**src/rtl/glb_start_irq_ctrl_if.sv**
```systemverilog
// ----------------------------------------------------------------------------
// glb_start_irq_ctrl_if
//   Bundles the register port, the per-tile start pulses, the per-tile done
//   pulses and the host interrupt of glb_start_irq_ctrl.
//   slave  modport : the controller (drives read data, start pulses, interrupt)
//   master modport : host + tiles (drive register accesses and done pulses)
// Signals
//   cfg_wr_en / cfg_wr_addr / cfg_wr_data   register write strobe, address, data
//   cfg_rd_en / cfg_rd_addr                 register read strobe, address
//   cfg_rd_data / cfg_rd_data_valid         read data, one cycle after the strobe
//   strm_start_pulse / pc_start_pulse       per-tile one-cycle start requests
//   strm_f2g_/strm_g2f_/pcfg_g2f_interrupt_pulse  per-tile done pulses
//   interrupt                               aggregated level interrupt to host
// ----------------------------------------------------------------------------
interface glb_start_irq_ctrl_if #(
    parameter int NUM_GLB_TILES  = 16,
    parameter int CFG_ADDR_WIDTH = 4,
    parameter int CFG_DATA_WIDTH = 32
);
    logic                      cfg_wr_en;
    logic [CFG_ADDR_WIDTH-1:0] cfg_wr_addr;
    logic [CFG_DATA_WIDTH-1:0] cfg_wr_data;
    logic                      cfg_rd_en;
    logic [CFG_ADDR_WIDTH-1:0] cfg_rd_addr;
    logic [CFG_DATA_WIDTH-1:0] cfg_rd_data;
    logic                      cfg_rd_data_valid;
    logic [NUM_GLB_TILES-1:0]  strm_start_pulse;
    logic [NUM_GLB_TILES-1:0]  pc_start_pulse;
    logic [NUM_GLB_TILES-1:0]  strm_f2g_interrupt_pulse;
    logic [NUM_GLB_TILES-1:0]  strm_g2f_interrupt_pulse;
    logic [NUM_GLB_TILES-1:0]  pcfg_g2f_interrupt_pulse;
    logic                      interrupt;

    modport slave (
        input  cfg_wr_en, cfg_wr_addr, cfg_wr_data,
        input  cfg_rd_en, cfg_rd_addr,
        output cfg_rd_data, cfg_rd_data_valid,
        output strm_start_pulse, pc_start_pulse,
        input  strm_f2g_interrupt_pulse, strm_g2f_interrupt_pulse, pcfg_g2f_interrupt_pulse,
        output interrupt
    );

    modport master (
        output cfg_wr_en, cfg_wr_addr, cfg_wr_data,
        output cfg_rd_en, cfg_rd_addr,
        input  cfg_rd_data, cfg_rd_data_valid,
        input  strm_start_pulse, pc_start_pulse,
        output strm_f2g_interrupt_pulse, strm_g2f_interrupt_pulse, pcfg_g2f_interrupt_pulse,
        input  interrupt
    );
endinterface

```
**src/rtl/glb_start_irq_ctrl.sv**
```systemverilog
// ----------------------------------------------------------------------------
// glb_start_irq_ctrl
//   Converts register writes into one-cycle per-tile stream / parallel-config
//   start pulses, tracks per-tile busy, captures per-tile done pulses into
//   sticky write-1-to-clear status registers and drives one level interrupt.
// Ports
//   clk    clock
//   reset  asynchronous, active-high reset
//   bus    glb_start_irq_ctrl_if.slave (register port, start/done pulses, irq)
// Register map (word address)
//   0 IER  1 ISR  2 F2G_ST  3 G2F_ST  4 PCFG_ST  5 STRM_START  6 PC_START
//   7 STRM_BUSY  8 PC_BUSY ; anything else reads 0 and ignores writes
// ----------------------------------------------------------------------------
module glb_start_irq_ctrl #(
    parameter int NUM_GLB_TILES  = 16,
    parameter int CFG_ADDR_WIDTH = 4,
    parameter int CFG_DATA_WIDTH = 32
) (
    input  logic                 clk,
    input  logic                 reset,
    glb_start_irq_ctrl_if.slave  bus
);
    localparam int N = NUM_GLB_TILES;
    localparam int AW = CFG_ADDR_WIDTH;

    typedef logic [N-1:0] tile_vec_t;

    localparam logic [AW-1:0] ADDR_IER        = AW'(0);
    localparam logic [AW-1:0] ADDR_ISR        = AW'(1);
    localparam logic [AW-1:0] ADDR_F2G_ST     = AW'(2);
    localparam logic [AW-1:0] ADDR_G2F_ST     = AW'(3);
    localparam logic [AW-1:0] ADDR_PCFG_ST    = AW'(4);
    localparam logic [AW-1:0] ADDR_STRM_START = AW'(5);
    localparam logic [AW-1:0] ADDR_PC_START   = AW'(6);
    localparam logic [AW-1:0] ADDR_STRM_BUSY  = AW'(7);
    localparam logic [AW-1:0] ADDR_PC_BUSY    = AW'(8);

    // State
    logic [2:0]                ier_q,        ier_d;
    tile_vec_t                 f2g_st_q,     f2g_st_d;
    tile_vec_t                 g2f_st_q,     g2f_st_d;
    tile_vec_t                 pcfg_st_q,    pcfg_st_d;
    tile_vec_t                 strm_busy_q,  strm_busy_d;
    tile_vec_t                 pc_busy_q,    pc_busy_d;
    tile_vec_t                 strm_start_q, strm_start_d;
    tile_vec_t                 pc_start_q,   pc_start_d;
    logic [CFG_DATA_WIDTH-1:0] rd_data_q,    rd_data_d;
    logic                      rd_valid_q,   rd_valid_d;
    logic                      irq_q,        irq_d;

    // Decode helpers
    tile_vec_t                 wr_tiles;
    tile_vec_t                 strm_req, pc_req;
    tile_vec_t                 f2g_w1c, g2f_w1c, pcfg_w1c;
    logic [2:0]                isr;
    logic [CFG_DATA_WIDTH-1:0] rd_mux;

    // NOTE: every variable driven here gets a default before any branch, so
    // no path leaves it unassigned and no latch is inferred.
    always_comb begin
        wr_tiles  = bus.cfg_wr_data[N-1:0];
        strm_req  = '0;
        pc_req    = '0;
        f2g_w1c   = '0;
        g2f_w1c   = '0;
        pcfg_w1c  = '0;
        ier_d     = ier_q;

        if (bus.cfg_wr_en) begin
            case (bus.cfg_wr_addr)
                ADDR_IER:        ier_d    = bus.cfg_wr_data[2:0];
                ADDR_F2G_ST:     f2g_w1c  = wr_tiles;
                ADDR_G2F_ST:     g2f_w1c  = wr_tiles;
                ADDR_PCFG_ST:    pcfg_w1c = wr_tiles;
                ADDR_STRM_START: strm_req = wr_tiles;
                ADDR_PC_START:   pc_req   = wr_tiles;
                default: ;
            endcase
        end

        // A request for a busy tile is silently dropped.
        strm_start_d = strm_req & ~strm_busy_q;
        pc_start_d   = pc_req   & ~pc_busy_q;

        // An accepted start overrides a done pulse arriving in the same cycle.
        strm_busy_d = (strm_busy_q & ~(bus.strm_f2g_interrupt_pulse | bus.strm_g2f_interrupt_pulse))
                      | strm_start_d;
        pc_busy_d   = (pc_busy_q & ~bus.pcfg_g2f_interrupt_pulse) | pc_start_d;

        // A new done pulse overrides a concurrent write-1-to-clear.
        f2g_st_d  = (f2g_st_q  & ~f2g_w1c)  | bus.strm_f2g_interrupt_pulse;
        g2f_st_d  = (g2f_st_q  & ~g2f_w1c)  | bus.strm_g2f_interrupt_pulse;
        pcfg_st_d = (pcfg_st_q & ~pcfg_w1c) | bus.pcfg_g2f_interrupt_pulse;

        isr   = {|pcfg_st_q, |g2f_st_q, |f2g_st_q};
        irq_d = |(ier_q & isr);

        // Reads see the pre-edge state, so a W1C read in its write cycle
        // returns the value before clearing.
        rd_mux = '0;
        case (bus.cfg_rd_addr)
            ADDR_IER:       rd_mux[2:0]   = ier_q;
            ADDR_ISR:       rd_mux[2:0]   = isr;
            ADDR_F2G_ST:    rd_mux[N-1:0] = f2g_st_q;
            ADDR_G2F_ST:    rd_mux[N-1:0] = g2f_st_q;
            ADDR_PCFG_ST:   rd_mux[N-1:0] = pcfg_st_q;
            ADDR_STRM_BUSY: rd_mux[N-1:0] = strm_busy_q;
            ADDR_PC_BUSY:   rd_mux[N-1:0] = pc_busy_q;
            default: ;
        endcase
        rd_valid_d = bus.cfg_rd_en;
        rd_data_d  = bus.cfg_rd_en ? rd_mux : '0;
    end

    // NOTE: sequential state uses non-blocking assignments so every register
    // samples its next value from the same pre-edge snapshot.
    always_ff @(posedge clk or posedge reset) begin
        if (reset) begin
            ier_q        <= '0;
            f2g_st_q     <= '0;
            g2f_st_q     <= '0;
            pcfg_st_q    <= '0;
            strm_busy_q  <= '0;
            pc_busy_q    <= '0;
            strm_start_q <= '0;
            pc_start_q   <= '0;
            rd_data_q    <= '0;
            rd_valid_q   <= 1'b0;
            irq_q        <= 1'b0;
        end else begin
            ier_q        <= ier_d;
            f2g_st_q     <= f2g_st_d;
            g2f_st_q     <= g2f_st_d;
            pcfg_st_q    <= pcfg_st_d;
            strm_busy_q  <= strm_busy_d;
            pc_busy_q    <= pc_busy_d;
            strm_start_q <= strm_start_d;
            pc_start_q   <= pc_start_d;
            rd_data_q    <= rd_data_d;
            rd_valid_q   <= rd_valid_d;
            irq_q        <= irq_d;
        end
    end

    assign bus.cfg_rd_data       = rd_data_q;
    assign bus.cfg_rd_data_valid = rd_valid_q;
    assign bus.strm_start_pulse  = strm_start_q;
    assign bus.pc_start_pulse    = pc_start_q;
    assign bus.interrupt         = irq_q;

endmodule
```
**src/flat_wrapper.sv**
```systemverilog
// flat-port wrapper written by rule: the top's interface ports become plain ports
module glb_start_irq_ctrl_flat 
#(
    parameter int NUM_GLB_TILES  = 16,
    parameter int CFG_ADDR_WIDTH = 4,
    parameter int CFG_DATA_WIDTH = 32
)
  (clk, reset, bus_cfg_wr_en, bus_cfg_wr_addr, bus_cfg_wr_data, bus_cfg_rd_en, bus_cfg_rd_addr, bus_cfg_rd_data, bus_cfg_rd_data_valid, bus_strm_start_pulse, bus_pc_start_pulse, bus_strm_f2g_interrupt_pulse, bus_strm_g2f_interrupt_pulse, bus_pcfg_g2f_interrupt_pulse, bus_interrupt);
  glb_start_irq_ctrl_if #(.NUM_GLB_TILES(NUM_GLB_TILES), .CFG_ADDR_WIDTH(CFG_ADDR_WIDTH), .CFG_DATA_WIDTH(CFG_DATA_WIDTH)) bus_i ();
  input  logic clk;
  input  logic reset;
  input wire logic [$bits(bus_i.cfg_wr_en)-1:0] bus_cfg_wr_en;
  input wire logic [$bits(bus_i.cfg_wr_addr)-1:0] bus_cfg_wr_addr;
  input wire logic [$bits(bus_i.cfg_wr_data)-1:0] bus_cfg_wr_data;
  input wire logic [$bits(bus_i.cfg_rd_en)-1:0] bus_cfg_rd_en;
  input wire logic [$bits(bus_i.cfg_rd_addr)-1:0] bus_cfg_rd_addr;
  output wire logic [$bits(bus_i.cfg_rd_data)-1:0] bus_cfg_rd_data;
  output wire logic [$bits(bus_i.cfg_rd_data_valid)-1:0] bus_cfg_rd_data_valid;
  output wire logic [$bits(bus_i.strm_start_pulse)-1:0] bus_strm_start_pulse;
  output wire logic [$bits(bus_i.pc_start_pulse)-1:0] bus_pc_start_pulse;
  input wire logic [$bits(bus_i.strm_f2g_interrupt_pulse)-1:0] bus_strm_f2g_interrupt_pulse;
  input wire logic [$bits(bus_i.strm_g2f_interrupt_pulse)-1:0] bus_strm_g2f_interrupt_pulse;
  input wire logic [$bits(bus_i.pcfg_g2f_interrupt_pulse)-1:0] bus_pcfg_g2f_interrupt_pulse;
  output wire logic [$bits(bus_i.interrupt)-1:0] bus_interrupt;
  assign bus_i.cfg_wr_en = bus_cfg_wr_en;
  assign bus_i.cfg_wr_addr = bus_cfg_wr_addr;
  assign bus_i.cfg_wr_data = bus_cfg_wr_data;
  assign bus_i.cfg_rd_en = bus_cfg_rd_en;
  assign bus_i.cfg_rd_addr = bus_cfg_rd_addr;
  assign bus_cfg_rd_data = bus_i.cfg_rd_data;
  assign bus_cfg_rd_data_valid = bus_i.cfg_rd_data_valid;
  assign bus_strm_start_pulse = bus_i.strm_start_pulse;
  assign bus_pc_start_pulse = bus_i.pc_start_pulse;
  assign bus_i.strm_f2g_interrupt_pulse = bus_strm_f2g_interrupt_pulse;
  assign bus_i.strm_g2f_interrupt_pulse = bus_strm_g2f_interrupt_pulse;
  assign bus_i.pcfg_g2f_interrupt_pulse = bus_pcfg_g2f_interrupt_pulse;
  assign bus_interrupt = bus_i.interrupt;
  glb_start_irq_ctrl #(.NUM_GLB_TILES(NUM_GLB_TILES), .CFG_ADDR_WIDTH(CFG_ADDR_WIDTH), .CFG_DATA_WIDTH(CFG_DATA_WIDTH)) u_core (.clk(clk), .reset(reset), .bus(bus_i));
endmodule
```
**config.mk**
```make
export PLATFORM = sky130hd
export DESIGN_NAME = glb_start_irq_ctrl_flat
export DESIGN_NICKNAME = d
export VERILOG_FILES = /design/src/rtl/glb_start_irq_ctrl_if.sv /design/src/rtl/glb_start_irq_ctrl.sv /design/src/flat_wrapper.sv
export SDC_FILE = /design/constraint.sdc
export NUM_CORES = 1
export LEC_CHECK = 0
export CORE_ASPECT_RATIO = 1.2
export CORE_UTILIZATION = 43
export DETAILED_ROUTE_END_ITERATION = 7
export GPL_ROUTABILITY_DRIVEN = 0
export PLACE_DENSITY = 0.81
export SKIP_LAST_GASP = 1
export SYNTH_ARGS = -nofsm -noshare
export SYNTH_HDL_FRONTEND = slang
export SYNTH_SLANG_ARGS = --single-unit
```
**constraint.sdc**
```tcl
create_clock -name clk -period 4.5 [get_ports clk]
set_input_delay 0.9 -clock clk [delete_from_list [all_inputs] [get_ports clk]]
set_output_delay 0.9 -clock clk [all_outputs]
set_load 0.03 [all_outputs]
```
Word level (Yosys, flattened, before mapping)
Index checks and enable logic that the tools add are counted.
Storage, ports and cells
  bits in registers: 149
  input port bits: 92
Cells by class
  bitwise logic cells: 21
  multiplexer cells: 13
  reduce and logical (&&, ||, !) cells: 7
  equal/unequal tests: 11
Operators with widths (count)
  16-bit two-way mux: 11
  16-bit AND: 7
  16-bit inverter: 7
  16-bit OR: 6
  13-bit case mux with 5 select lines: 1
  16-bit OR reduction: 3
  3-bit case mux with 7 select lines: 1
  4-bit by 3-bit equality test with 1-bit output, second input constant: 5
  4-bit by 2-bit equality test with 1-bit output, second input constant: 4
  4-bit zero test: 2
  4-bit by 1-bit equality test with 1-bit output, second input constant: 1
  4-bit equality test, second input constant: 1
  3-bit AND: 1
  3-bit OR reduction: 1
  2-bit AND reduction: 1

Logic depth before layout (Yosys ltp)
Gate-level depths: netlist of run 1.
  depth after elaboration: 6
  mapped depth: 6
  mapped depth without buffers: 4

Worst setup path after synthesis of run 1
No wires, ideal clock.
  path type: input-to-reg
  start: input port bus_cfg_rd_addr[0]
  end: register u_core.rd_data_q[10] (netlist: u_core.bus.cfg_rd_data[10])
  path buffers: 2
  required time: 4.349 ns
  setup time: 0.151 ns
  stages on the path: 6
  path slack: 2.460 ns
  arrival time: 1.889 ns
  cell sequence: buf_6 or2b_1 xnor2_1 a21oi_1 buf_6 a311oi_2
Between the ends
  longest elaborated chain between the ends: 3
Ends and longest elaborated chain
  from (decl): RTL line flat_wrapper.sv:16  | input wire logic [$bits(bus_i.cfg_rd_addr)-1:0] bus_cfg_rd_addr;
  4-bit equality test, or another cell as far along: RTL line glb_start_irq_ctrl.sv:101  | case (bus.cfg_rd_addr)
  13-bit case mux with 5 select lines *: RTL line glb_start_irq_ctrl.sv:101
  16-bit two-way mux *: RTL line glb_start_irq_ctrl.sv:112  | rd_data_d = bus.cfg_rd_en ? rd_mux : '0;
  net u_core.rd_data_d[10]: RTL line glb_start_irq_ctrl.sv:47  | logic [CFG_DATA_WIDTH-1:0] rd_data_q, rd_data_d;
  to (signal assigned): RTL line glb_start_irq_ctrl.sv:139  | rd_data_q <= rd_data_d;
  to (decl): RTL line glb_start_irq_ctrl.sv:47
Mark *: on every way through the listed nets, which the timed path passes. The rest lies on a longest branch.
A chain may end at the register's enable or synchronous reset.

Final worst setup path of run 1
  start: input port bus_cfg_rd_addr[1]
  end: register u_core.rd_data_q[15] (netlist: u_core.bus.cfg_rd_data[15])
Same word-level chain as after synthesis.

==> results of run 1 <==
-- sequential cells by signal, indices dropped and copies added (netlist names) --
register	cells
u_core.strm_busy_q	16
u_core.ier_q	3
u_core.pcfg_st_q	16
u_core.g2f_st_q	16
u_core.bus.strm_start_pulse	16
u_core.f2g_st_q	16
u_core.bus.cfg_rd_data_valid	1
u_core.pc_busy_q	16
u_core.bus.interrupt	1
u_core.bus.pc_start_pulse	16
u_core.bus.cfg_rd_data	16
-- stage by stage --
stage	instance area, um2	worst slack, ns	total power [uW]	hold slack (ns)	cells
floorplan	5650	0.0456	1410	0.448	511
global placement	6910	1.21	1520	0.463	770
detailed placement	6910	1.13	1530	0.470	770
CTS	7510	1.50	2920	0.480	802
global route	7510	1.40	2990	0.491	802
finish	7510	1.51	2900	0.480	802
-- cell type report --
cell class / count / area [um2]
Clock inverter: 12 / 155
Clock buffer: 20 / 447
Tap cell: 164 / 205
Inverter: 20 / 77.6
Sequential cell: 133 / 3330
Timing Repair Buffer: 129 / 1290
Fill cell: 993 / 5160
Multi-Input combinational cell: 324 / 2000
-- cell families after synthesis --
group / synth area share [%]
other: 0.0670
AND/OR/NAND/NOR: 16.2
buffers and inverters: 5.77
multiplexers: 1.19
AO/OA/AOI/OAI: 17.1
flip-flops: 59.5
XOR/XNOR: 0.157
-- power by group through the flow --
stage / clock (uW) / combinational, uW / sequential, uW
after floorplan: 0 / 139 / 1270
after global placement: 0 / 264 / 1260
after detailed placement: 0 / 269 / 1260
after CTS: 1410 / 271 / 1240
after global routing: 1460 / 292 / 1240
final: 1390 / 271 / 1240
-- synth_stat cells (5+ instances only) --
cell type	n
a21o_1	32
nor2_1	18
dfrtp_1	133
inv_1	19
nand2b_1	32
a311oi_2	10
o21ai_0	49
buf_4	17
clkbuf_1	7
mux2_2	5
nor3_1	33
a22oi_1	26
buf_6	7
nand2_1	54
nor4_1	13
-- cell usage in the layout, fill, tap and decap left out, drive strengths merged --
master         synthesis  routed
conb                   1      16
nor3                  34      34
nor3b                  2       2
a22o                   3       3
a22oi                 26      26
nor2b                  2       2
o21ai                 49      49
a21oi                  2       2
nor4b                  3       3
nor4                  14      14
clkdlybuf4s50          0     125
a222oi                 3       3
a21o                  32      32
a211oi                 1       1
nand3b                 1       1
and3b                  1       1
clkbuf                 7      20
a311oi                13      13
buf                   27       4
a221oi                 1       1
nand2b                32      32
nand2                 55      55
inv                   20      20
or2b                   1       1
xnor2                  1       1
mux2                   5       5
clkinvlp               0       5
nor2                  18      18
nand3                  2       2
clkinv                 0       4
a31oi                  3       3
mux2i                  1       1
dfrtp                133     133
bufinv                 0       3
nand4                  3       3
-- path summary, 6_finish.rpt --
kind / endpoint / slack, ns / cells past startpoint
setup / recovery: u_core.bus.cfg_rd_data[15]$_DFF_PP0_ / 1.51 / 4
min in group asynchronous: u_core.bus.cfg_rd_data[15]$_DFF_PP0_ / 1.05 / 2
hold reg to reg: u_core.bus.pc_start_pulse[4]$_DFF_PP0_ / 0.48 / 1
setup reg to reg: u_core.bus.interrupt$_DFF_PP0_ / 2.72 / 4
hold / removal: u_core.bus.pc_start_pulse[4]$_DFF_PP0_ / 0.48 / 1
max in group asynchronous: u_core.bus.cfg_rd_data[12]$_DFF_PP0_ / 2.62 / 3
-- per-layer routing --
metal	track usage, %	up-vias	part of all wire [%]
met5	0	-	0
met3	6.01	43	7.2
met4	13.2	0	3.2
li1	-	2009	-
met2	39.0	248	50
met1	28.6	2263	39
==> impl.org, run 1 <==
** Clock network
- TritonCTS created 17 clock buffers.
- After clock tree synthesis, the flow added hold-fix buffers numbering 0.
- Total clock sinks :: around 130
- After clock tree synthesis, the clock-pin slew on the worst setup and hold paths is around 0.05 ns.
- Clk buf depth :: 2
- Post-CTS setup buffers :: 0
- Post-CTS repair changed the size of 0 cells.
- The H-tree generated during clock tree synthesis spans 4 levels.
- Latest clock arrival within the worst-skew pair :: between 0.4 and 0.5 ns
- TritonCTS clock tree :: done
- The tree is rooted in a clkbuf_16.

** Min path
- The tightest min-delay check is of the flop to flop type.
- Hold Startpoint :: u_core.pc_busy_q[4]$_DFF_PP0_

** Worst setup path
- Slowest stage delay, CP :: between 0.8 and 0.9 ns
- The critical path goes through clkdlybuf4s50_1, nor4b_4, a22oi_1, a311oi_1.
- Setup Crit Path Kind :: input pin to flop
- On the critical path the largest part of the delay comes from simple AND/OR/NAND/NOR gates.
- STA puts the critical path data required time at between 4 and 5 ns.
- Critical path arrival :: ~3.3 ns
- Startpoint class of the critical path :: input pin
- Max FO, Critical Path :: 14
- CP bufs+invs :: 1
- STA classifies the critical path endpoint as a flop.
- Critical-path top delay cell :: nor4b_4
- Critical path launch point :: bus_cfg_rd_addr[1]
- The startpoint identified for the worst register-to-register timing path is u_core.pcfg_st_q[14]$_DFF_PP0_.

** Power and ir drop
- Summed over all nets, the switching power comes to 676 uW.
- Across the VDD grid, the largest voltage drop is 0.202 mV.
- Sw frac :: 23.3%
- The clock network burns 47.9% of the power.
- Combinational fraction of design power :: 9.4%
- Of the total power, registers draw a little over two fifths.
- Internal power summed over all cells :: 2220 uW
- Power density of the placed cells :: a little under 400 nW/um2
- Summed over all cells, the static leakage comes to 0.00323 uW.

** Floorplanning
- Die Y :: about 130 um
- Area of the core :: 12,700 um2
- The die covers 13,500 um2.
- Initial core utilization :: between 40 and 50%
- During I/O placement, the number of pins put on the boundary was 158.
- In this run the horizontal extent of the chip is around 110 um.
- The floorplan has 45 rows.

** Route
- Count of vias placed by the detailed router :: between 4k and 5k
- Number of detailed-route iterations in the first pass :: 5
- In the final routed layout, each cell accounts on average for around 19 um.
- Using the TritonRoute via totals, the vias-per-cell ratio works out to roughly 5.7.
- Total Wirelength :: between 15,000 and 20,000 um
- For this run, design rule violations remaining after detail routing come to 0.
- The detailed router finished its first iteration with between 300 and 400 violations.
- The detail route stage leaves a number of antenna-violating nets equal to 0.

** Synth
- Sequential cells were found to cover between 50% and 60% of the synthesized design area.
- Cell type with the largest total area after synthesis :: dfrtp_1
- Summed over its instances, the top area cell type makes up ~59% of the synthesized netlist area.
- Top cells by area, synth :: dfrtp_1 (59%), o21ai_0 (4.4%), a21o_1 (4.3%)
- Synthesis instantiated 40 different standard cells from the library.
- After synthesis, the share of flip-flops with an asynchronous set or reset is 100%.
- The most used flip-flop cell after synthesis is dfrtp_1.
- Count of flip-flops with a built-in enable after synthesis :: 0
- Synthesis handed over a netlist of about 500 instances.
- The cell area that synthesis handed to floorplanning was between 5000 and 6000 um2.
- For this run, the number of Yosys warnings is 0.
- Mapped Avg Cell Area :: about 11 um2
- Synthesized flop and latch total :: roughly 130

** Timing
- Final critical-path required period :: between 2 and 3 ns
- The final critical path takes up 66.4% of the cycle.
- Worst clock skew :: between 0.007 and 0.008 ns
- Max Clock Freq :: roughly 330 MHz
- Summed over all failing endpoints, the final setup total negative slack is 0 ns.
- Headroom to the max-slew limit came out at 32.5%.
- For the pin with the worst max-slew slack, the measured transition is 1.01 ns.
- RSZ-0062 raised after global routing :: no
- Final Max Tran Viols :: 0
- Setup violations remaining at the end of the flow were counted as 0.
- Final hold viol count :: 0

** Placement
- Count of port buffers added during placement :: ~130
- Post-DP HPWL :: between 10,000 and 15,000 um

** Run
- Total of max-cap violations :: 0

** Cells and area
- Post-layout utilization of the core :: 59.3%
- For this run, the post-layout net count is roughly 720.
- Synthesis-to-layout area growth :: 34.2%
- Share of post-route cells with drive strength above 1 :: under 10%
- The number of antenna diodes in the final layout is 0.

** GRT
- The initial antenna violation count is 0.
- For this run, the total global-route usage over all layers was measured as 23.8%.
- Final global-route overflow total :: 0
- Global-route wire length before repair :: between 20,000 and 25,000 um
- The number of global-route vias before repair was approximately 4.7k.
- Largest net degree at the start of global routing :: 77

** Outcome
- Result of the run :: completed
Power figures use the tool's default switching activity.
==> run 2: changes to the inputs <==
==> constraint.sdc (replaced) <==
create_clock -name clk -period 2.6 [get_ports clk]
set_input_delay 0.52 -clock clk [delete_from_list [all_inputs] [get_ports clk]]
set_output_delay 0.52 -clock clk [all_outputs]
set_load 0.03 [all_outputs]
==> run 2 against run 1 <==
Compared with the run above: design area grew 2.3%; worst hold slack worse by 0.0046 ns; critical path type unchanged; wire length is 2.7% higher; final cell count rose by 2.0%; power is 80% higher.
==> impl.org, run 2 (synthesized netlist as in run 1, its figures left out) <==
** Outcome
- Result of the run: completed (unchanged).

** Timing
- Final critical-path required period :: a little over 2 ns
- The clock skew after layout is 0.00913 ns (was 0.00789 ns).
- The number of hold violations in the final report is 0 (unchanged).
- The total count of max-transition violations in the final report was 0 (unchanged).
- The pin slew with the least headroom to its limit was 1.03 ns (was 1.01 ns).
- RSZ-0062 raised after global routing :: no (unchanged)
- Final worst path period share :: approximately four fifths
- The final hold slack came to 0.475 ns (was 0.480 ns).
- The total of endpoints with negative setup slack in the final report is 0 (unchanged).
- Sum Neg Setup Slack :: 0 ns (unchanged)
- The worst slew slack as a fraction of its limit is 31.1% (was 32.5%).
- Max Clock Freq :: 484 MHz

** Worst setup path
- The family with the most delay on the worst path is compound AO/OA/AOI/OAI gates (was simple AND/OR/NAND/NOR gates).
- Worst reg-to-reg path cell count :: 4 (unchanged)
- Critical path arrival :: 2.30 ns (was 3.27 ns)
- Setup Crit Path Kind :: input pin to flop (unchanged)
- Cell-by-cell trace of the critical path :: clkdlybuf4s50_1, or2b_1, xnor2_1, a21oi_2, a311oi_1 (was clkdlybuf4s50_1, nor4b_4, a22oi_1, a311oi_1)
- Destination of the worst register-to-register timing path :: u_core.bus.interrupt$_DFF_PP0_ (unchanged)
- The capturing element type of the critical path is a flop (unchanged).
- Critical-path top delay cell :: a21oi_2 (was nor4b_4)
- The delay of the slowest cell on the worst path was 0.79 ns (was 0.89 ns).
- Max FO, Critical Path :: 13 (was 14)
- The reg2reg setup slack came to 0.87 ns (was 2.72 ns).
- The start of the worst register-to-register path was u_core.pcfg_st_q[14]$_DFF_PP0_ (unchanged).
- Required @ worst endpoint :: 2.84 ns (was 4.79 ns)
- The number of buffers and inverters on the critical path is 1 (unchanged).
- Startpoint class of the critical path :: input pin (unchanged)

** Placement
- Post-detailed-placement cell area :: 7030 um2 (was 6910 um2)
- Post-DP HPWL :: 10,800 um (was 10,200 um)
- The count of input and output buffers was 125 (unchanged).
- Cell Count Post-Placement :: 786 (was 770)

** Power and ir drop
- Reported leakage power :: 0.00333 uW (was 0.00323 uW)
- The worst voltage drop across the vdd grid is 0.408 mV (was 0.202 mV).
- Power density of the placed cells :: 679 nW/um2 (was 386 nW/um2)

** Clock network
- CTS buffer count :: 17 (unchanged)
- The CTS tree is done (unchanged).
- Latest clock arrival within the worst-skew pair :: 0.41 ns (was 0.42 ns)
- Deepest level of the CTS H-tree :: 4 (unchanged)
- Worst-path clk slew :: 0.06 ns (was 0.05 ns)
- Hold buffer count at cts :: 0 (unchanged)
- The post-CTS setup buffer count came to 0 (unchanged).
- The clock tree buffer depth came to 2 (unchanged).
- The number of sinks on the clock net was 133 (unchanged).
- The buffer cell driving the clock tree root was clkbuf_16 (unchanged).
- Resize count post-CTS :: 0 (unchanged)

** Route
- The post-detailed-route DRC marker count is 0 (unchanged).
- Count of vias placed by the detailed router :: 4,628 (was 4,563)
- The number of nets with antenna violations after routing came to 0 (unchanged).
- Via-to-Cell Ratio :: 5.66 (was 5.69)
- Wire length per cell :: 19.1 um (was 19.0 um)
- The detailed-route wire length is 15,700 um (was 15,300 um).
- The detailed router's first-iteration violation count is 351 (was 367).
- The number of iterations in the first detailed-routing pass was 5 (unchanged).

** Min path
- Hold-critical path depth :: 1 (unchanged)
- The classification of the worst-slack hold path is flop to flop (unchanged).
- Hold Startpoint :: u_core.pc_busy_q[5]$_DFF_PP0_ (was u_core.pc_busy_q[4]$_DFF_PP0_)
- The worst min-delay path endpoint is u_core.bus.pc_start_pulse[5]$_DFF_PP0_ (was u_core.bus.pc_start_pulse[4]$_DFF_PP0_).

** Run
- Total of max-cap violations :: 0 (unchanged)

** GRT
- The layer carrying the most global-route usage is met2 (unchanged).
- Global routing usage on met2 :: 40.6% (was 39.0%)
- Number of global-route vias before repair :: 4,853 (was 4,731)
- Final global-route overflow total :: 0 (unchanged)
- The met3 track utilization from global routing came to 5.45% (was 6.01%).
- GR Layer Usage met1 :: 28.9% (was 28.6%)
- Initial antenna violation count :: 0 (unchanged)
- Largest net degree at the start of global routing :: 134 (was 77)
- GR Util All Layers :: 24.2% (was 23.8%)
- The wire length of the first global-routing pass came to 24,700 um (was 24,100 um).

** Floorplanning
- Count of pins on the block boundary :: 158 (unchanged)
- The count of standard-cell rows was 45 (unchanged).
- Area enclosed by the die boundary :: 13,500 um2 (unchanged)
- Die Y :: 127 um (unchanged)
- Area of the core :: 12,700 um2 (unchanged)
- Initial core utilization :: 44.2% (unchanged)
- The horizontal die dimension is 106 um (unchanged).

** Cells and area
- The net count of the finished layout was 733 (was 717).
- Number of cells in the finished layout apart from fillers :: 818 (was 802)
- The design area came to 7680 um2 (was 7510 um2).
- Synthesis-to-layout area growth :: 37.3% (was 34.2%)
- Post-layout utilization of the core :: 60.7% (was 59.3%)
- Leading cell types in the layout, fill and taps excluded :: dfrtp_1 (133), clkdlybuf4s50_1 (125), nand2_1 (54) (unchanged)
- Share of post-route cells with drive strength above 1 :: 11.6% (was 9.09%)
- The most frequent standard cell in the layout excluding fill and tap cells is dfrtp_1 (unchanged).
- Antenna Cells :: 0 (unchanged)
run 2: cell types whose count changed in the layout (fill, tap and decap cells not counted), sizes merged:
cell / previous run / this run
buf: 4 / 20
bufinv: 3 / 4
clkbuf: 20 / 21
clkinv: 4 / 3
inv: 20 / 19
run 2: through the flow:
step	worst slack (ns)	total power [uW]
floorplan	0.429	2450
CTS	0.552	5240
finish	0.534	5220
global placement	0.129	2650
global route	0.427	5370
detailed placement	0.123	2660
run 2: worst register-to-register path, stage by stage, from the launching register on:
cell	delay, ns
dfrtp_1	0.41
nor4_1	0.48
nand4_1	0.21
a222oi_1	0.41
inv_1	0.09
run 2: power breakdown:
group,total [uW],leakage (uW),internal (uW),switching (uW)
registers,2150,0.00159,2120,31.0
logic,480,0.00143,211,270
clock network,2590,0.000308,1710,883
run 2: worst max path at each step:
stage	from	to	slack, ns	cells past startpoint
final	bus_cfg_rd_addr[2]	u_core.bus.cfg_rd_data[3]$_DFF_PP0_	0.53	5
after floorplan	reset	u_core.bus.cfg_rd_data[0]$_DFF_PP0_	0.43	1
after CTS	bus_cfg_rd_addr[2]	u_core.bus.cfg_rd_data[3]$_DFF_PP0_	0.55	5
after global placement	bus_cfg_rd_addr[2]	u_core.bus.cfg_rd_data[4]$_DFF_PP0_	0.13	5
after detailed placement	bus_cfg_rd_addr[2]	u_core.bus.cfg_rd_data[3]$_DFF_PP0_	0.12	5
after global routing	bus_cfg_rd_addr[2]	u_core.bus.cfg_rd_data[3]$_DFF_PP0_	0.43	5
run 2: layout make-up:
| cell class | instances | area, um2 |
|---|---|---|
| clock buffer | 21 | 480 |
| tap | 164 | 205 |
| multi-input combinational | 324 | 2000 |
| timing repair buffer | 145 | 1410 |
| sequential | 133 | 3330 |
| inverter | 20 | 78.8 |
| clock inverter | 11 | 173 |
| fill | 1010 | 4980 |
run 2: layer usage:
layer | wire length [um] | vias up
met4 | 539 | 0
met1 | 6120 | 2284
met3 | 1160 | 50
met2 | 7850 | 257
li1 | - | 2037
met5 | 0 | -
==> run 3: changes to the inputs <==
--- a/config.mk
+++ b/config.mk
@@ -6,7 +6,7 @@
 export NUM_CORES = 1
 export LEC_CHECK = 0
 export CORE_ASPECT_RATIO = 1.2
-export CORE_UTILIZATION = 43
+export CORE_UTILIZATION = 45
 export DETAILED_ROUTE_END_ITERATION = 7
 export GPL_ROUTABILITY_DRIVEN = 0
 export PLACE_DENSITY = 0.81
==> constraint.sdc (replaced) <==
create_clock -name clk -period 2 [get_ports clk]
set_input_delay 0.4 -clock clk [delete_from_list [all_inputs] [get_ports clk]]
set_output_delay 0.4 -clock clk [all_outputs]
set_load 0.03 [all_outputs]
==> run 3 against run 2 <==
Compared with the run above: power is 26% higher; worst hold slack worse by 0.15 ns; critical path depth down 4; global-route usage grew 2.0 points; clock-buffer cell count down 3; clock skew fell by 0.0042 ns; clock power up 20%; sequential share of layout area decreased by 0.76 points; setup slack worse by 0.41 ns; combinational power up 40%; critical endpoint is now bus_cfg_rd_data[14]; highest routed layer unchanged.
==> impl.org, run 3 (synthesized netlist as in run 1, its figures left out) <==
** Placement
- The placement-stage cell area is 7230 um2 (was 7030 um2).
- The number of placed instances with taps included is 799 (was 786).
- The HPWL reported at the end of detailed placement is 11,100 um (was 10,800 um).
- The count of input and output buffers came to 125 (unchanged).

** Floorplanning
- The count of boundary I/O pins was 158 (unchanged).
- The count of standard-cell rows was 44 (was 45).
- Area enclosed by the die boundary :: 12,900 um2 (was 13,500 um2)
- Horizontal die dimension :: 104 um (was 106 um)
- The floorplan core area came to 12,100 um2 (was 12,700 um2).
- The die boundary height came to 124 um (was 127 um).
- Initial core utilization :: 46.2% (was 44.2%)

** Route
- Number of detailed-route iterations in the first pass :: 5 (unchanged)
- Antenna violation net count after detailed routing :: 0 (unchanged)
- Total Wirelength :: 16,100 um (was 15,700 um)
- The post-detailed-route DRC marker count is 0 (unchanged).
- Wire length per cell :: 19.4 um (was 19.1 um)
- The detailed-route via count was 4,756 (was 4,628).
- The via-per-instance ratio is 5.72 (was 5.66).
- Iteration-0 DRC Markers :: 447 (was 351)

** Timing
- Headroom to the max-slew limit :: 52.7% (was 31.1%)
- Worst clock skew :: 0.00489 ns (was 0.00913 ns)
- Final hold viol count :: 0 (unchanged)
- Static timing analysis puts the maximum clock frequency at about 530 MHz.
- Final setup violating endpoints :: 0 (unchanged)
- Final Max Tran Viols :: 0 (unchanged)
- The pin slew with the least headroom to its limit is 0.709 ns (was 1.03 ns).
- The worst path in the final design needs a cycle of ~1.9 ns, including I/O delays and setup.
- Final worst path period share :: 93.8%
- RSZ-0062 raised after global routing: no (unchanged).

** Worst setup path
- Family with the most delay on the worst path :: buffers and inverters (was compound AO/OA/AOI/OAI gates)
- Cell-by-cell trace of the critical path :: clkdlybuf4s50_1 (was clkdlybuf4s50_1, or2b_1, xnor2_1, a21oi_2, a311oi_1)
- Setup crit end kind :: output pin (was flop)
- The data required time of the critical path is 1.60 ns (was 2.84 ns).
- Setup Crit Path Kind :: flop to output pin (was input pin to flop)
- The data arrival time at the worst-slack endpoint came to 1.48 ns (was 2.30 ns).
- The kind of start point of the critical path is a flop (was input pin).
- Critical-path top delay cell :: clkdlybuf4s50_1 (was a21oi_2)
- The highest fanout seen on the critical path is 1 (was 13).
- CP bufs+invs :: 1 (unchanged)
- The delay of the slowest cell on the worst path came to 0.68 ns (was 0.79 ns).

** Run
- Total of max-cap violations :: 0 (unchanged)

** Clock network
- The buffer cell driving the clock tree root was clkbuf_16 (unchanged).
- Deepest level of the CTS H-tree :: 4 (unchanged)
- CTS buffer count :: 17 (unchanged)
- Resize count post-CTS :: 0 (unchanged)
- The CTS tree is done (unchanged).
- The clock insertion delay at the later pin of the skew report is 0.42 ns (was 0.41 ns).
- The number of sinks on the clock net is 133 (unchanged).
- The clock transition at the register clock pins on the worst setup and hold paths after CTS is 0.06 ns (about the same).
- Clk buf depth :: 2 (unchanged)
- Post-CTS setup buffers :: 0 (unchanged)
- Hold buffer count at cts :: 0 (unchanged)

** Cells and area
- The filler cell count is 865 (was 1,010).
- The signed area change from the synthesized netlist to the final layout is 39.8% (was 37.3%).
- Share of post-route cells with drive strength above 1 :: 13.4% (was 11.6%)
- The number of non-filler instances in the completed layout came to 831 (was 818).
- The design area was 7820 um2 (was 7680 um2).
- The count of inserted antenna diode cells was 0 (unchanged).
- Fin nets :: 749 (was 733)
- Commonest non-fill, non-tap cell in the layout :: dfrtp_1 (unchanged)
- Leading cell types in the layout, fill and taps excluded :: dfrtp_1 (133), clkdlybuf4s50_1 (125), nand2_1 (54) (unchanged)

** Power and ir drop
- Power density of the placed cells :: 841 nW/um2 (was 679 nW/um2)
- VDD IR-drop max :: 0.599 mV (was 0.408 mV)
- Internal power summed over all cells :: 5010 uW (was 4030 uW)
- Reported leakage power :: 0.00342 uW (was 0.00333 uW)
- Sw frac :: 23.9% (was 22.7%)
- The clock network fraction of design power came to 47.3% (was 49.6%).
- The share of total power in combinational logic is 10.2% (was 9.2%).
- The sequential share of power came to 42.5% (was 41.1%).
- The net load switching power was 1570 uW (was 1180 uW).

** GRT
- The final global-route overflow total came to 0 (unchanged).
- The maximum number of pins on one net before global-route repair is 57 (was 134).
- The initial antenna violation count is 0 (unchanged).
- The wire length of the first global-routing pass was 25,100 um (was 24,700 um).
- GR Util All Layers :: 26.2% (was 24.2%)
- Number of global-route vias before repair :: 4,802 (was 4,853)

** Min path
- Class of the tightest hold or removal check :: input pin to async pin (was flop to flop)

** Outcome
- Result of the run :: completed (unchanged)
[run 3: cell count changes in the layout (fill, tap and decap cells not counted), moves of 2 or more]
cell,change
clkinv_2,+5
clkbuf_8,-4
buf_12,+7
clkinvlp_4,-2
buf_4,+9
[run 3: worst paths after layout]
path,from,end,slack [ns],depth (start not counted)
max,u_core.bus.cfg_rd_data[14]$_DFF_PP0_,bus_cfg_rd_data[14],0.12,1
min,reset,u_core.pc_busy_q[12]$_DFF_PP0_,0.32,2
max reg2reg,u_core.pcfg_st_q[10]$_DFF_PP0_,u_core.bus.interrupt$_DFF_PP0_,0.29,4
min reg2reg,u_core.strm_busy_q[13]$_DFF_PP0_,u_core.bus.strm_start_pulse[13]$_DFF_PP0_,0.49,1
max in group asynchronous,reset,u_core.bus.cfg_rd_data[1]$_DFF_PP0_,1.10,3
min in group clk,u_core.strm_busy_q[13]$_DFF_PP0_,u_core.bus.strm_start_pulse[13]$_DFF_PP0_,0.49,1
[run 3: per-layer routing]
| layer | global-route usage (%) | share of wire [%] |
|---|---|---|
| met1 | 30.0 | 38 |
| met4 | 12.1 | 3.2 |
| met2 | 45.8 | 50 |
| met3 | 7.74 | 8.9 |
| met5 | 0 | 0 |
[run 3: cell type report]
| type | instances | area (um2) | area share [%] |
|---|---|---|---|
| clock buffer | 18 | 429 | 5.49 |
| tap | 161 | 201 | 2.58 |
| timing repair buffer | 161 | 1620 | 20.7 |
| multi-input combinational | 324 | 2000 | 25.6 |
| sequential | 133 | 3330 | 42.6 |
| clock inverter | 14 | 161 | 2.06 |
| inverter | 20 | 78.8 | 1.01 |
[run 3: power groups by stage]
stage	registers [uW]	logic [uW]	clock network (uW)
3_5_place_dp	2840	660	0
6_report	2790	672	3110
4_1_cts	2790	669	3120
2_1_floorplan	2870	314	0
5_1_grt	2800	721	3240
3_3_place_gp	2830	647	0
[run 3: through the flow]
stage	worst slack [ns]	TNS [ns]	util (%)	power (uW)	hold slack, ns
2_1_floorplan	-0.0512	-6.81	-	3180	0.431
3_3_place_gp	-0.0877	-0.920	59.7	3480	0.465
3_5_place_dp	-0.109	-1.22	59.7	3500	0.473
4_1_cts	0.123	0	64.6	6580	0.321
5_1_grt	0.0835	0	64.6	6760	0.343
6_report	0.125	0	64.6	6580	0.320
